### src/rtl/sm_warp_scheduler.sv
// ---------------------------------------------------------------------------
// sm_warp_scheduler
//
// Per-SM warp scheduler. Tracks the lifecycle state (IDLE/ACTIVE/BAR/DONE)
// and PC of every hardware warp slot. Each cycle it offers one eligible warp
// to the issue stage, picked round-robin. It also handles block-level
// barriers and warp exit, and reports completed warps upstream one at a time.
//
// Ports:
//   clk, rst_n                      clock, asynchronous active-low reset
//   start_valid_i/wid_i/pc_i        launch a new warp into an IDLE slot
//   issue_valid_o/ready_i           issue handshake (combinational offer)
//   issue_wid_o/pc_o                granted warp id and its current PC
//   stall_mask_i                    per-warp stall, 1 = not eligible this cycle
//   bar_valid_i/bar_wid_i           warp arrived at a block barrier
//   exit_valid_i/exit_wid_i         warp executed exit
//   done_valid_o/ready_i/wid_o      completion report handshake
// ---------------------------------------------------------------------------
module sm_warp_scheduler #(
    parameter int NUM_WARP   = 8,
    parameter int DEPTH_WARP = 3,
    parameter int PC_WIDTH   = 32
) (
    input  logic                  clk,
    input  logic                  rst_n,
    input  logic                  start_valid_i,
    input  logic [DEPTH_WARP-1:0] start_wid_i,
    input  logic [PC_WIDTH-1:0]   start_pc_i,
    output logic                  issue_valid_o,
    input  logic                  issue_ready_i,
    output logic [DEPTH_WARP-1:0] issue_wid_o,
    output logic [PC_WIDTH-1:0]   issue_pc_o,
    input  logic [NUM_WARP-1:0]   stall_mask_i,
    input  logic                  bar_valid_i,
    input  logic [DEPTH_WARP-1:0] bar_wid_i,
    input  logic                  exit_valid_i,
    input  logic [DEPTH_WARP-1:0] exit_wid_i,
    output logic                  done_valid_o,
    input  logic                  done_ready_i,
    output logic [DEPTH_WARP-1:0] done_wid_o
);

    typedef enum logic [1:0] {
        IDLE   = 2'd0,
        ACTIVE = 2'd1,
        BAR    = 2'd2,
        DONE   = 2'd3
    } warpState_t;

    warpState_t            r_state     [NUM_WARP];
    warpState_t            w_stateNext [NUM_WARP];
    logic [PC_WIDTH-1:0]   r_pc        [NUM_WARP];
    logic [PC_WIDTH-1:0]   w_pcNext    [NUM_WARP];
    logic [DEPTH_WARP-1:0] r_rrPtr;
    logic [DEPTH_WARP-1:0] w_rrPtrNext;

    logic [NUM_WARP-1:0]   w_eligible;
    logic                  w_anyActive;
    logic                  w_anyBar;
    logic                  w_barRelease;
    logic                  w_grantFound;
    logic [DEPTH_WARP-1:0] w_grantWid;
    logic [DEPTH_WARP-1:0] w_probe;
    logic                  w_doneFound;
    logic [DEPTH_WARP-1:0] w_doneWid;
    logic                  w_issueFire;
    logic                  w_doneFire;

    // Per-warp eligibility plus the summary flags used by barrier release.
    // A release happens only once nothing is left ACTIVE, so IDLE and DONE
    // warps never hold a barrier open.
    always_comb begin
        w_eligible  = '0;
        w_anyActive = 1'b0;
        w_anyBar    = 1'b0;
        for (int w = 0; w < NUM_WARP; w++) begin
            w_eligible[w] = (r_state[w] == ACTIVE) && !stall_mask_i[w];
            if (r_state[w] == ACTIVE) w_anyActive = 1'b1;
            if (r_state[w] == BAR)    w_anyBar    = 1'b1;
        end
        w_barRelease = !w_anyActive && w_anyBar;
    end

    // Round-robin grant: first eligible warp at or after the pointer. The
    // probe index is DEPTH_WARP bits wide, so the add wraps modulo NUM_WARP.
    always_comb begin
        w_grantFound = 1'b0;
        w_grantWid   = '0;
        w_probe      = '0;
        for (int k = 0; k < NUM_WARP; k++) begin
            w_probe = r_rrPtr + DEPTH_WARP'(k);
            if (!w_grantFound && w_eligible[w_probe]) begin
                w_grantFound = 1'b1;
                w_grantWid   = w_probe;
            end
        end
    end

    // Completion report picks the lowest-index DONE warp; scanning downward
    // lets the lowest index overwrite any higher one.
    always_comb begin
        w_doneFound = 1'b0;
        w_doneWid   = '0;
        for (int w = NUM_WARP - 1; w >= 0; w--) begin
            if (r_state[w] == DONE) begin
                w_doneFound = 1'b1;
                w_doneWid   = DEPTH_WARP'(w);
            end
        end
        w_issueFire = w_grantFound && issue_ready_i;
        w_doneFire  = w_doneFound && done_ready_i;
    end

    // State register: per-warp state, PCs and round-robin pointer.
    always_ff @(posedge clk or negedge rst_n) begin
        if (!rst_n) begin
            for (int w = 0; w < NUM_WARP; w++) begin
                r_state[w] <= IDLE;
                r_pc[w]    <= '0;
            end
            r_rrPtr <= '0;
        end else begin
            for (int w = 0; w < NUM_WARP; w++) begin
                r_state[w] <= w_stateNext[w];
                r_pc[w]    <= w_pcNext[w];
            end
            r_rrPtr <= w_rrPtrNext;
        end
    end

    // Next-state logic. Within a warp, exit wins over barrier release and
    // barrier arrival; the PC bump on an issue fire is applied regardless of
    // what happens to the state. A start only lands on an IDLE slot, so a
    // slot still being reported as DONE ignores it.
    always_comb begin
        w_rrPtrNext = r_rrPtr;
        if (w_issueFire) w_rrPtrNext = w_grantWid + DEPTH_WARP'(1);
        for (int w = 0; w < NUM_WARP; w++) begin
            w_stateNext[w] = r_state[w];
            w_pcNext[w]    = r_pc[w];
            if (w_issueFire && (w_grantWid == DEPTH_WARP'(w))) begin
                w_pcNext[w] = r_pc[w] + PC_WIDTH'(4);
            end
            case (r_state[w])
                IDLE: begin
                    if (start_valid_i && (start_wid_i == DEPTH_WARP'(w))) begin
                        w_stateNext[w] = ACTIVE;
                        w_pcNext[w]    = start_pc_i;
                    end
                end
                ACTIVE: begin
                    if (exit_valid_i && (exit_wid_i == DEPTH_WARP'(w))) begin
                        w_stateNext[w] = DONE;
                    end else if (bar_valid_i && (bar_wid_i == DEPTH_WARP'(w))) begin
                        w_stateNext[w] = BAR;
                    end
                end
                BAR: begin
                    if (exit_valid_i && (exit_wid_i == DEPTH_WARP'(w))) begin
                        w_stateNext[w] = DONE;
                    end else if (w_barRelease) begin
                        w_stateNext[w] = ACTIVE;
                    end
                end
                DONE: begin
                    if (w_doneFire && (w_doneWid == DEPTH_WARP'(w))) begin
                        w_stateNext[w] = IDLE;
                    end
                end
                default: w_stateNext[w] = IDLE;
            endcase
        end
    end

    // Outputs are driven straight from current state; id and PC read as zero
    // whenever nothing is offered.
    always_comb begin
        issue_valid_o = w_grantFound;
        issue_wid_o   = w_grantWid;
        issue_pc_o    = w_grantFound ? r_pc[w_grantWid] : '0;
        done_valid_o  = w_doneFound;
        done_wid_o    = w_doneWid;
    end

endmodule

### config.mk
export PLATFORM = sky130hd
export DESIGN_NAME = sm_warp_scheduler
export DESIGN_NICKNAME = d
export VERILOG_FILES = /design/src/rtl/sm_warp_scheduler.sv
export SDC_FILE = /design/constraint.sdc
export NUM_CORES = 1
export LEC_CHECK = 0
export BUFFER_PORTS_ARGS = -buffer_cell sky130_fd_sc_hd__buf_2
export CORE_ASPECT_RATIO = 0.8
export CORE_MARGIN = 2
export CORE_UTILIZATION = 51
export DETAILED_ROUTE_END_ITERATION = 12
export GPL_ROUTABILITY_DRIVEN = 0
export GPL_TIMING_DRIVEN = 1
export PLACE_DENSITY = 0.72
export SYNTH_ARGS = -nofsm -noshare
export SYNTH_HDL_FRONTEND = slang
export SYNTH_SLANG_ARGS = --single-unit
export TNS_END_PERCENT = 5
### constraint.sdc
create_clock -name clk -period 5 [get_ports clk]
set_input_delay 0.25 -clock clk [delete_from_list [all_inputs] [get_ports clk]]
set_output_delay 0.25 -clock clk [all_outputs]
set_load 0.02 [all_outputs]
## Yosys cells after proc, flatten, opt, wreduce, memory -nomap -nowiden

Index checks and enable logic that the tools add are counted.

- $lt $le $gt $ge: 9
- Eq/ne operators: 91
- $mul: 0
- Multiplexer cells: 141
- Reduce and logical (&&, ||, !) cells: 95
- Bitwise logic cells: 1
- Shift operators: 0
- Divide/modulo/power cells: 0
- Add/subtract/negate cells: 16

Operators with widths:

| operator | number |
|---|---|
| $mux 32 | 27 |
| $add 32x3->32 const B | 8 |
| $bmux 32 s3 | 1 |
| $mux 2 | 41 |
| $pmux 2 s4 | 8 |
| $eq 3x3->1 const B | 20 |
| $logic_and 1x1->1 | 58 |
| $mux 3 | 16 |
| $mux 1 | 40 |
| $eq 2x2->1 const B | 16 |
| $lt 3x4->1 const B | 8 |
| $reduce_and 4->1 | 8 |
| $eq 3x2->1 const B | 10 |
| $bmux 1 s3 | 8 |
| $ne 3x1->1 const B | 8 |
| $ne 3x2->1 const B | 8 |
| $eq 2x1->1 const B | 8 |
| $logic_not 1->1 | 16 |
| $logic_not 2->1 | 8 |
| $ne 2x1->1 const B | 8 |
| $ne 2x2->1 const B | 8 |
| $eq 3x1->1 const B | 5 |
| $logic_not 3->1 | 5 |
| $add 3x3->3 const B | 4 |
| 4 further kinds | 6 |

- Bits in read-only memories: 0
- Memories: 0
- Logic and storage cells: 370
- Output and inout bits: 40
- Memory bits (writable): 0
- Flip-flop bits (word level): 275
- Bits in latches: 0
- Input bits: 56

## Depth between registers and ports, before layout

- Word-level depth: 31
- Mapped depth: 20
- Mapped depth without buffers: 17

## Least setup slack after synthesis

Ideal clock, no wire load.

- Path type: flip-flop to flip-flop
- From: reg r_rrPtr[0]
- To: reg r_pc[24] (netlist bit)
- Cell stages (with the launch flop): 20
- Setup time: 133 ps
- Arrival time: 5036 ps
- Path buffers: 4
- Setup slack: -170 ps
- Clock period less this slack: 5170 ps
- Required time: 4867 ps
- Cell sequence: dfrtp_1 > inv_1 > buf_2 > ha_1 > buf_2 > mux4_2 > or3_4 > o41ai_2 > a31oi_2 > o21ai_2 > clkbuf_1 > clkbuf_1 > and2_1 > ha_1 > o311ai_0 > nor3_1 > nand4_1 > nor3_1 > xnor2_1 > o21ai_0

RTL lines:

| what | line | source |
|---|---|---|
| start, declared | 54 | `logic [DEPTH_WARP-1:0] r_rrPtr;` |
| start signal, assigned | 127 | `r_rrPtr <= w_rrPtrNext;` |
| end signal, assigned by index | 125 | `r_pc[w] <= w_pcNext[w];` |
| end, declared | 52 | `logic [PC_WIDTH-1:0] r_pc [NUM_WARP];` |

## Final worst setup path

- From: reg r_state[3] (netlist bit)
- To: out issue_pc_o[18]

- Word-level cells in the longest chain between the ends: 31
- Elaborated cells on any way between the ends: 53
- Classes of those cells: eq/ne (1); mux (36); bitwise (1); reduce/logical (15)

RTL lines:

| what | line | source |
|---|---|---|
| start, declared | 50 | `warpState_t r_state [NUM_WARP];` |
| start signal, assigned by index | 124 | `r_state[w] <= w_stateNext[w];` |
| $eq 2x1->1 * | 77 | `w_eligible[w] = (r_state[w] == ACTIVE) && !stall_mask_i[w];` |
| $logic_and 1x1->1 * | 77 |  |
| $bmux 1 s3 | 92 | `if (!w_grantFound && w_eligible[w_probe]) begin` |
| $mux 1 (not written as such) | 92 |  |
| $mux 1 | 92 |  |
| $logic_not 1->1 | 92 |  |
| $logic_and 1x1->1 | 92 |  |
| $mux 1 | 92 |  |
| (+14 left out) | n/a |  |
| $mux 1 | 92 |  |
| $logic_not 1->1 | 92 |  |
| $logic_and 1x1->1 | 92 |  |
| $mux 3 | 92 |  |
| $not 3->4 (not written as such) | 180 | `issue_pc_o = w_grantFound ? r_pc[w_grantWid] : '0;` |
| $bmux 32 s3 | 180 |  |
| $mux 32 (not written as such) (2 in series) | 180 |  |
| $mux 32 * | 180 |  |
| end, declared | 32 | `output logic [PC_WIDTH-1:0] issue_pc_o,` |

Every way passes the cells marked *; elsewhere a longest branch is shown, timed or not. The select of a mux whose other input is x is not followed.

==> flow_summary.ini <==
[job]
drv_cap = 0

[layout]
finalInstanceArea_um2 = 21640
fin_nets = 2472
final-instance-count-excl-fill = 2921
nFillCells = 3274
utilization_pct = 58.18
register_area_um2 = 6885
syn_to_final_growth_pct = 12.18
drive_above_1_share_pct = 14.45
multi_input_area_um2 = 11660

[yosys]
synth_compound_area_share_pct = 13.83
postSynthCellCount = 2371
synth.distinct_cells = 84
synth_nets = 2439
synth_top_family_by_area = simple AND/OR/NAND/NOR gates
synth-edff-count = 0
synth_top_area_share_pct = 35.67
ys_ff_latch = 275
syn_avg_cell_area_um2 = 8.138
synth.most_common_cell = nand2_1
synth-xor-area-share_pct = 9.798
synth_ff_type = dfrtp_1
ys_async_sr_fraction_pct = 100.0
ys_warn_count = 0
yosys-top-cells-area = dfrtp_1, xnor2_1, nand2_1
seq_area_frac_synth_pct = 35.67
synthSimpleGateAreaFrac_pct = 25.43
synth_fa_ha_area_share_pct = 0.7782
yosys.area.top_type = dfrtp_1
syn_area_um2 = 19290
synth_mux_area_share_pct = 9.779
yosys-top-cells-count = nand2_1, dfrtp_1, nor2_1

[sta]
setup_viol = 0
timing.final.ws_setup_ns = 0.1540
fin_worst_skew_ns = 0.01892
relSlewSlack_pct = 24.18
fin_crit_sh_pct = 96.92
maxSlewViolCount = 0
finalHoldViolCount = 0
rsz0062_at_grt = false
tightestPinTransition_ns = 1.128
finalCriticalPeriod_ns = 4.846
fmax_ghz = 0.2064

[worst_setup_path]
worstPathRequired_ns = 4.75
reg2reg_depth = 12
worstSetupStartpointType = flop
cp_data_arrival_time_ns = 4.60
worstSetupPathType = flop to output pin
cp_max_fo = 41
endpoint_kind = output pin

[detailed_routing]
final_antenna_net_count = 0
drc = 0
drt-initial-drc-count = 2516
routed_wl_mm = 65.28
post_drt_wl_per_cell_um = 22.35
drt_first_pass_iters = 6
via_per_inst = 6.306
vias = 18420

[hold_path]
hold_class = input port to flop
whs_path_depth = 3

[global_route]
grt_first_pass_wirelength_mm = 100.8
grt_use_met2_pct = 48.26
met3_usage_pct = 8.812
grt_use_met1_pct = 46.38
busiest_layer = met2
grt_antenna_before_repair = 5
gr-total-overflow = 0
grt_max_degree = 130
grtUsageTotal_pct = 32.76
grt_pass1_vias = 17230

[clock_network]
cts_sinks = 275
clk_latency_ns = 0.54
root_buffer = clkbuf_16
clk_pin_slew_worst_paths_ns = 0.06
cts_tree = yes
cts_buffers = 34
clock_path_buffers = 3
htreeDepth = 2

[place]
dpl.hpwl_mm = 45.16
pre_cts_slack_ns = 0.2689
portBuffers = 95
postPlaceCellArea_um2 = 20310
dp.cells = 2851

[floorplan]
start_util_pct = 51.86
io_pins = 96
rows = 63
die_w_um = 221.5
die_h_um = 178.0
dieArea_um2 = 39410
core_area_um2 = 37210

[outcome]
status = finished, final reports clean
## through the flow
step | TNS [ns] | hold WS [ns]
3_5_place_dp | 0 | 0.3854
4_1_cts | 0 | 0.02647
3_3_place_gp | 0 | 0.4030
6_report | 0 | 0.02914
5_1_grt | 0 | 0.04139
2_1_floorplan | -0.02821 | -0.04559
## worst paths after layout
check                         startpoint             end  slack (ns)
max in group asynchronous          rst_n       r_pc[185]        3.34
hold / removal             start_pc_i[0]        r_pc[96]        0.03
setup reg to reg              r_state[3]        r_pc[45]        0.25
hold reg to reg                r_pc[193]       r_pc[193]        0.48
min in group asynchronous          rst_n       r_pc[194]        0.38
setup / recovery              r_state[3]  issue_pc_o[18]        0.15
## metal layers
metal | vias up | wire (um)
met5 | - | 0
met4 | 0 | 2215
met3 | 146 | 8410
met2 | 1136 | 27460
met1 | 8750 | 27190
li1 | 8387 | -
## registers in the layout, indices dropped and copies added, names as in the netlist
| signal | flops |
|---|---|
| r_pc | 256 |
| r_state | 16 |
| r_rrPtr | 3 |
## repair_timing
| action | CTS | global route |
|---|---|---|
| hold endpoints to repair | 107 | 0 |
| pin swaps | 1 | 2 |
| gates cloned | 1 | 0 |
| setup endpoints to repair | 20 | 45 |
| hold buffers | 1 | 0 |
| gates resized for setup | 9 | 18 |
| setup buffers | 0 | 2 |
## final cells by class
cell class                      count  share of cell area [%]
Clock inverter                     13                  0.7399
Timing Repair Buffer              165                   5.058
Multi-Input combinational cell   1864                   53.86
Sequential cell                   275                   31.81
Tap cell                          487                   2.815
Inverter                           64                   1.110
Antenna cell                        5                 0.05781
Clock buffer                       48                   4.549
## cell families (layout without fill, tap and decap cells)
logic type	after synthesis	in the layout
mux	159	159
buf+inv	232	290
compound gates	445	445
xor+xnor	215	215
flops	275	275
other cells	0	5
fa+ha+maj	12	12
simple gates	1033	1033
## layout by cell type, fill, tap and decap left out, types with 9 or more instances in the layout
master / count
o221ai_1: 10
nand4_1: 48
buf_2: 94
ha_1: 10
inv_1: 59
a32o_1: 25
o211ai_1: 12
or3_1: 29
xnor2_1: 171
mux4_2: 18
o21ai_1: 36
buf_4: 62
nor2b_1: 9
a21oi_1: 119
clkbuf_16: 35
a31oi_1: 16
nor3_2: 11
dfrtp_1: 272
nor3_1: 75
nor2_1: 206
xor2_1: 43
nand2b_1: 11
mux2_2: 50
nor4_1: 47
or2_2: 9
o21ai_0: 175
nand2_1: 390
and3_1: 48
mux2i_1: 87
nand3_1: 94
## worst max-delay path: stages, from the launching register on
cell and delay (ns):
dfrtp_1 0.45, or3b_1 0.50, mux4_2 0.62, mux2_2 0.34
o221ai_1 0.11, a32oi_2 0.22, o21ai_4 0.15, buf_16 0.30
buf_6 0.25, mux2_2 0.35, o21ai_0 0.30, a21oi_1 0.19
buf_2 0.19
Power is not shown: default switching activity piles up to over one toggle a cycle in this logic, so the estimate is an artifact.
